File: src/rtl/puf_eval_ctrl.sv
// ---------------------------------------------------------------------------
// puf_eval_ctrl
//
// Sequencer for the arbiter PUF array. It takes one challenge from the host
// and drives it onto the PUF challenge bus. It then fires the race pulse
// N_EVAL times and synchronises the raw response after each pulse. Every
// response bit is majority-voted, and the voted word goes back to the host.
// This block is the only driver of the PUF pulse and challenge.
//
// Evaluation timing (defaults): SETTLE 2 cycles with pulse low, LAUNCH
// 3 cycles with pulse high, then SAMPLE 1 cycle with pulse still high.
// resp_valid rises N_EVAL*(SETTLE_CYC+CAPTURE_CYC+1) edges after the
// accepting edge.
//
// Optional feature: define PUF_UNSTABLE_MASK_EN to add resp_unstable. It
// flags every response bit whose evaluations did not all agree.
//
// Ports:
//   clk            in   system clock
//   rst_n          in   asynchronous active-low reset
//   chal_valid     in   host challenge valid
//   chal_ready     out  controller can accept a challenge (IDLE only)
//   chal_data      in   challenge word
//   puf_challenge  out  registered challenge to the PUF array
//   puf_pulse      out  registered race pulse to the PUF array
//   puf_response   in   raw arbiter outputs, asynchronous to clk
//   resp_valid     out  voted response available
//   resp_ready     in   host accepts the response
//   resp_data      out  majority-voted response
//   busy           out  high in any state other than IDLE
//   resp_unstable  out  (PUF_UNSTABLE_MASK_EN only) per-bit disagreement mask
// ---------------------------------------------------------------------------
module puf_eval_ctrl #(
    parameter int C_LENGTH    = 8,
    parameter int RESP_W      = 8,
    parameter int N_EVAL      = 5,
    parameter int SETTLE_CYC  = 2,
    parameter int CAPTURE_CYC = 3
) (
    input  logic                clk,
    input  logic                rst_n,
    input  logic                chal_valid,
    output logic                chal_ready,
    input  logic [C_LENGTH-1:0] chal_data,
    output logic [C_LENGTH-1:0] puf_challenge,
    output logic                puf_pulse,
    input  logic [RESP_W-1:0]   puf_response,
    output logic                resp_valid,
    input  logic                resp_ready,
    output logic [RESP_W-1:0]   resp_data,
    output logic                busy
`ifdef PUF_UNSTABLE_MASK_EN
    ,
    output logic [RESP_W-1:0]   resp_unstable
`endif
);

    // Vote counters hold 0..N_EVAL. The evaluation counter runs 0..N_EVAL-1.
    localparam int VW   = $clog2(N_EVAL + 1);
    localparam int EW   = $clog2(N_EVAL + 1);
    localparam int PMAX = (SETTLE_CYC > CAPTURE_CYC) ? SETTLE_CYC : CAPTURE_CYC;
    localparam int PW   = $clog2(PMAX + 1);

    localparam logic [VW-1:0] HALF      = VW'(N_EVAL / 2);
    localparam logic [EW-1:0] LAST_EVAL = EW'(N_EVAL - 1);
    localparam logic [PW-1:0] SET_LAST  = PW'(SETTLE_CYC - 1);
    localparam logic [PW-1:0] CAP_LAST  = PW'(CAPTURE_CYC - 1);
`ifdef PUF_UNSTABLE_MASK_EN
    localparam logic [VW-1:0] ALL_VOTES = VW'(N_EVAL);
`endif

    typedef enum logic [2:0] {
        S_IDLE,
        S_SETTLE,
        S_LAUNCH,
        S_SAMPLE,
        S_DONE
    } state_t;

    state_t              state;
    logic [PW-1:0]       phase_cnt;
    logic [EW-1:0]       eval_cnt;
    logic [VW-1:0]       vote     [RESP_W];
    logic [VW-1:0]       vote_nxt [RESP_W];
    logic [RESP_W-1:0]   sync_q1;
    logic [RESP_W-1:0]   resp_sync;
    logic [RESP_W-1:0]   maj_word;
`ifdef PUF_UNSTABLE_MASK_EN
    logic [RESP_W-1:0]   unst_word;
`endif

    // NOTE: puf_response comes from free-running arbiters with no timing
    // relation to clk. Two flops in series let a metastable first stage
    // resolve before any logic looks at the value.
    always_ff @(posedge clk or negedge rst_n) begin
        if (!rst_n) begin
            sync_q1   <= '0;
            resp_sync <= '0;
        end else begin
            sync_q1   <= puf_response;
            resp_sync <= sync_q1;
        end
    end

    // Vote totals that include the sample being taken this cycle. The result
    // word can then be registered on the same edge that enters DONE.
    // NOTE: every variable written in this block gets a default first. Any
    // path that skips an assignment would otherwise infer a latch.
    always_comb begin
        maj_word = '0;
`ifdef PUF_UNSTABLE_MASK_EN
        unst_word = '0;
`endif
        for (int i = 0; i < RESP_W; i++) begin
            vote_nxt[i] = vote[i] + VW'(resp_sync[i]);
            maj_word[i] = (vote_nxt[i] > HALF);
`ifdef PUF_UNSTABLE_MASK_EN
            unst_word[i] = (vote_nxt[i] != '0) && (vote_nxt[i] != ALL_VOTES);
`endif
        end
    end

    // Main sequencer. Every output is registered here. The async reset drops
    // puf_pulse immediately and throws away any partial vote.
    always_ff @(posedge clk or negedge rst_n) begin
        if (!rst_n) begin
            state         <= S_IDLE;
            phase_cnt     <= '0;
            eval_cnt      <= '0;
            chal_ready    <= 1'b1;
            puf_challenge <= '0;
            puf_pulse     <= 1'b0;
            resp_valid    <= 1'b0;
            resp_data     <= '0;
            busy          <= 1'b0;
`ifdef PUF_UNSTABLE_MASK_EN
            resp_unstable <= '0;
`endif
            // NOTE: the vote counters sit in a small per-bit register array.
            // They are reset explicitly so that an aborted run can never leak
            // votes into the next one.
            for (int i = 0; i < RESP_W; i++) begin
                vote[i] <= '0;
            end
        end else begin
            case (state)
                S_IDLE: begin
                    // chal_ready is high throughout IDLE, so chal_valid alone
                    // completes the handshake here.
                    if (chal_valid) begin
                        puf_challenge <= chal_data;
                        eval_cnt      <= '0;
                        phase_cnt     <= '0;
                        chal_ready    <= 1'b0;
                        busy          <= 1'b1;
                        state         <= S_SETTLE;
                        for (int i = 0; i < RESP_W; i++) begin
                            vote[i] <= '0;
                        end
                    end
                end

                S_SETTLE: begin
                    if (phase_cnt == SET_LAST) begin
                        phase_cnt <= '0;
                        puf_pulse <= 1'b1;
                        state     <= S_LAUNCH;
                    end else begin
                        phase_cnt <= phase_cnt + 1'b1;
                    end
                end

                S_LAUNCH: begin
                    if (phase_cnt == CAP_LAST) begin
                        phase_cnt <= '0;
                        state     <= S_SAMPLE;
                    end else begin
                        phase_cnt <= phase_cnt + 1'b1;
                    end
                end

                S_SAMPLE: begin
                    // The pulse has been high long enough for the arbiter
                    // result to cross both synchroniser flops.
                    puf_pulse <= 1'b0;
                    for (int i = 0; i < RESP_W; i++) begin
                        vote[i] <= vote_nxt[i];
                    end
                    if (eval_cnt == LAST_EVAL) begin
                        resp_data  <= maj_word;
`ifdef PUF_UNSTABLE_MASK_EN
                        resp_unstable <= unst_word;
`endif
                        resp_valid <= 1'b1;
                        state      <= S_DONE;
                    end else begin
                        eval_cnt <= eval_cnt + 1'b1;
                        state    <= S_SETTLE;
                    end
                end

                S_DONE: begin
                    // Hold the result until the host takes it. There is
                    // deliberately no timeout.
                    if (resp_ready) begin
                        resp_valid <= 1'b0;
                        chal_ready <= 1'b1;
                        busy       <= 1'b0;
                        state      <= S_IDLE;
                    end
                end

                default: begin
                    state      <= S_IDLE;
                    puf_pulse  <= 1'b0;
                    resp_valid <= 1'b0;
                    chal_ready <= 1'b1;
                    busy       <= 1'b0;
                end
            endcase
        end
    end

endmodule

File: config.mk
export PLATFORM = sky130hd
export DESIGN_NAME = puf_eval_ctrl
export DESIGN_NICKNAME = d
export VERILOG_FILES = /design/src/rtl/puf_eval_ctrl.sv
export SDC_FILE = /design/constraint.sdc
export NUM_CORES = 1
export LEC_CHECK = 0
export CAP_MARGIN = 10
export CORE_MARGIN = 3
export CORE_UTILIZATION = 35
export CTS_CLUSTER_DIAMETER = 100
export DETAILED_ROUTE_END_ITERATION = 7
export PLACE_DENSITY_LB_ADDON = 0.08
export SLEW_MARGIN = 20
export SYNTH_ARGS = -nofsm -noshare
export SYNTH_HDL_FRONTEND = slang
export SYNTH_SLANG_ARGS = --single-unit
File: constraint.sdc
create_clock -name clk -period 3.43 [get_ports clk]
set_input_delay 1.029 -clock clk [delete_from_list [all_inputs] [get_ports clk]]
set_output_delay 1.029 -clock clk [all_outputs]
set_load 0.005 [all_outputs]
==> results.txt <==
Outcome - completed
WP data required - 2.40 ns
Avg Inst Size Synth - 11.29 um^2
I/O pin total - 40
Post-Syn Area - 0.002993 mm^2
Final setup viols - 0
Final Slew Violations - 0
Port bufs - 39
H-tree Lvls - 3
FF+latch count, synth - 68
Total GRT Usage - 13.21%
Final cell utilization of the core - 45.56%
Initial core utilization - 36.24%
DPL Wire Length - 3596 um
Reg area - 0.001703 mm^2
Clock buffer count from CTS - 9
Ys flop type - dfrtp_1
Tmin final - 2.408 ns
Post-Synth XOR/XNOR Area - 2.341%
YS warnings - 0
Clock Pin Slew Worst Setup and Hold Paths - 0.08 ns
Maximum VDD drop - 0.3121 mV
Syn Inst Count - 265
Hold path depth - 0
Leakage - 1.748 nW
Compound-Gate Fraction of Synth Area - 13.67%
R2R depth - 3
Power Density - 737.1 mW/mm^2
Fin crit share - 70.21%
Global route overflow - 0
Synth unique cells - 35
RSZ-0062 raised after global routing - false
Clock Latency Late Sink - 0.34 ns
Hold slack - 0.3516 ns
Worst Hold Path EP - resp_sync[3]$_DFF_PN0_
Final Skew - 0.006554 ns
Worst slew pin tran - 0.8629 ns
Ant. Diodes - 0
Resized cells post-CTS - 0
Clock buffer depth - 2
Max Cap Violations - 0
Placer Congestion - 0.6987
CTS tree - built
Crit. Startpoint - chal_ready$_DFFE_PN1P_
Multiplexer share of the synthesized area - 3.344%
Fmax - 415.2 MHz
Reg2reg setup slack - 1.34 ns
Main combinational cell family by area after synthesis - simple AND/OR/NAND/NOR gates
Max stage delay cell, worst path - dfstp_2
Worst reg2reg path startpoint - state[0]$_DFFE_PN0P_
Setup TNS - 0 ns
Via Count - 2052
Critical path class - reg -> out
Die area - 0.009696 mm^2
Min-Delay Path Class - reg -> reg
Hold Buf Count CTS - 0
Vias in the first global route - 2072
Max FO, Critical Path - 3
Multi-input gate area - 0.001227 mm^2
Layout cells sized above 1 - 10.86%
Count of clock tree sinks - 68
Die H - 98.47 um
Largest net degree at the start of global routing - 69
Seq/Total Area, Yosys - 56.90%
Row count - 33
Layout area overhead - 25.71%
CP arrival - 1.38 ns
Nets - 346
Critical path capture point type - output port
Critical path's top delay family - flip-flops
WP buf/inv - 1
Ys async rst share - 100.0%
Iter 0 DRT Violations - 41
CTS root buf - clkbuf_8
Cell Chain, Critical Path - clkdlybuf4s50_1
Hold_sp - sync_q1[3]$_DFF_PN0_
Net count after synthesis - 303
Fin. Hold Viols - 0
Initial antenna violation count - 0
Relative slew slack - 42.47%
CP startpoint kind - flip-flop
EDFF count, synth - 0
Die W - 98.47 um
R2r endpoint - resp_data[0]$_DFFE_PN0P_
1st-pass router iterations - 4
Filler instances - 804
Number of setup buffers added after CTS - 0
WL/cell - 14.01 um
Core area - 0.008258 mm^2
First-pass GRT wire length - 10250 um
Drc violations - 0
Adder-cell share of the synthesized area - 7.525%
Routed vias/inst - 4.909
Simple-gate share of the synthesized area - 14.13%
WL final - 5856 um
Slowest stage delay, CP - 0.55 ns
Post-route ant nets - 0
-- layout make-up --
| class | count | share of cell area, % |
|---|---|---|
| Clock buffer | 9 | 3.292 |
| Sequential cell | 68 | 45.26 |
| Inverter | 4 | 0.3991 |
| Clock inverter | 7 | 3.891 |
| Multi-Input combinational cell | 182 | 32.62 |
| Timing Repair Buffer | 43 | 11.04 |
| Tap cell | 105 | 3.492 |
-- kinds of logic (layout without fill, tap and decap cells) --
kind of cell | after synthesis | after routing
AO/OA/AOI/OAI | 70 | 70
multiplexers | 9 | 9
flip-flops | 68 | 68
AND/OR/NAND/NOR | 77 | 77
adder cells (fa/ha/maj) | 18 | 18
buffers and inverters | 15 | 63
XOR/XNOR | 8 | 8
-- cell usage in the layout, fill, tap and decap left out, drive strengths merged, types with 4 or more instances in the layout --
cell / n
buf: 5
nand2: 41
dfrtp: 67
bufinv: 4
inv: 6
ha: 18
clkbuf: 9
xor2: 8
clkdlybuf4s50: 38
mux2: 8
a211o: 8
nor3b: 18
o21ai: 36
a21oi: 17
-- worst max path at each step --
stage | to | slack (ns) | cells after the start
after floorplan | puf_challenge[2]$_DFFE_PN0P_ | 1.36 | 3
after global placement | vote[20]$_DFFE_PN0P_ | 0.71 | 5
after detailed placement | vote[17]$_DFFE_PN0P_ | 0.66 | 5
after CTS | chal_ready | 0.99 | 1
after global routing | chal_ready | 0.94 | 1
final | chal_ready | 1.02 | 1
-- Yosys cell counts, types with 3 or more instances --
| cell | n | share of area (%) |
|---|---|---|
| dfrtp_1 | 67 | 56 |
| nand2_1 | 41 | 5.1 |
| o21ai_0 | 36 | 6.0 |
| ha_1 | 18 | 7.5 |
| nor3b_1 | 18 | 4.5 |
| a21oi_1 | 17 | 2.8 |
| a211o_1 | 8 | 2.3 |
| mux2_2 | 8 | 3.0 |
| xor2_1 | 8 | 2.3 |
| clkbuf_1 | 7 | 0.88 |
| inv_1 | 4 | 0.50 |
| nor3_1 | 3 | 0.50 |
| o31ai_1 | 3 | 0.75 |
-- layer usage --
| layer | vias to the layer above | part of all wire [%] | track usage [%] |
|---|---|---|---|
| li1 | 1025 | - | - |
| met1 | 978 | 49 | 17.90 |
| met2 | 42 | 45 | 20.02 |
| met3 | 7 | 4.9 | 5.025 |
| met4 | 0 | 1.2 | 3.466 |
| met5 | - | 0 | 0 |
-- report_power, final --
group          total (mW)  switching (mW)  leakage, nW  internal (mW)
Combinational       0.756           0.372        0.744          0.385
Clock               0.884           0.322        0.134          0.563
Sequential           1.13           0.150        0.870          0.983
-- sequential cells by signal (all words and copies together), names as in the netlist --
name           flops
busy               1
chal_ready         1
eval_cnt           3
phase_cnt          2
puf_challenge      8
puf_pulse          1
resp_data          8
resp_sync          8
resp_valid         1
state              3
sync_q1            8
vote              24
-- metrics by stage --
| stage | cell area (um^2) | total power [mW] | worst slack [ns] | std cells |
|---|---|---|---|---|
| floorplan | 2993 | 1.603 | 1.357 | 265 |
| global placement | 3492 | 1.911 | 0.7105 | 402 |
| detailed placement | 3492 | 1.918 | 0.6607 | 402 |
| CTS | 3762 | 2.821 | 0.9945 | 418 |
| global route | 3762 | 2.986 | 0.9438 | 418 |
| finish | 3762 | 2.773 | 1.022 | 418 |
-- worst register-to-register path: cells and delay by family (launching register included) --
family | cells | cell delay (ns)
AOI/OAI and AO/OA | 1 | 0.29
and+or+nand+nor | 2 | 1.08
DFF | 1 | 0.64
(Power assumes the default switching activity.)
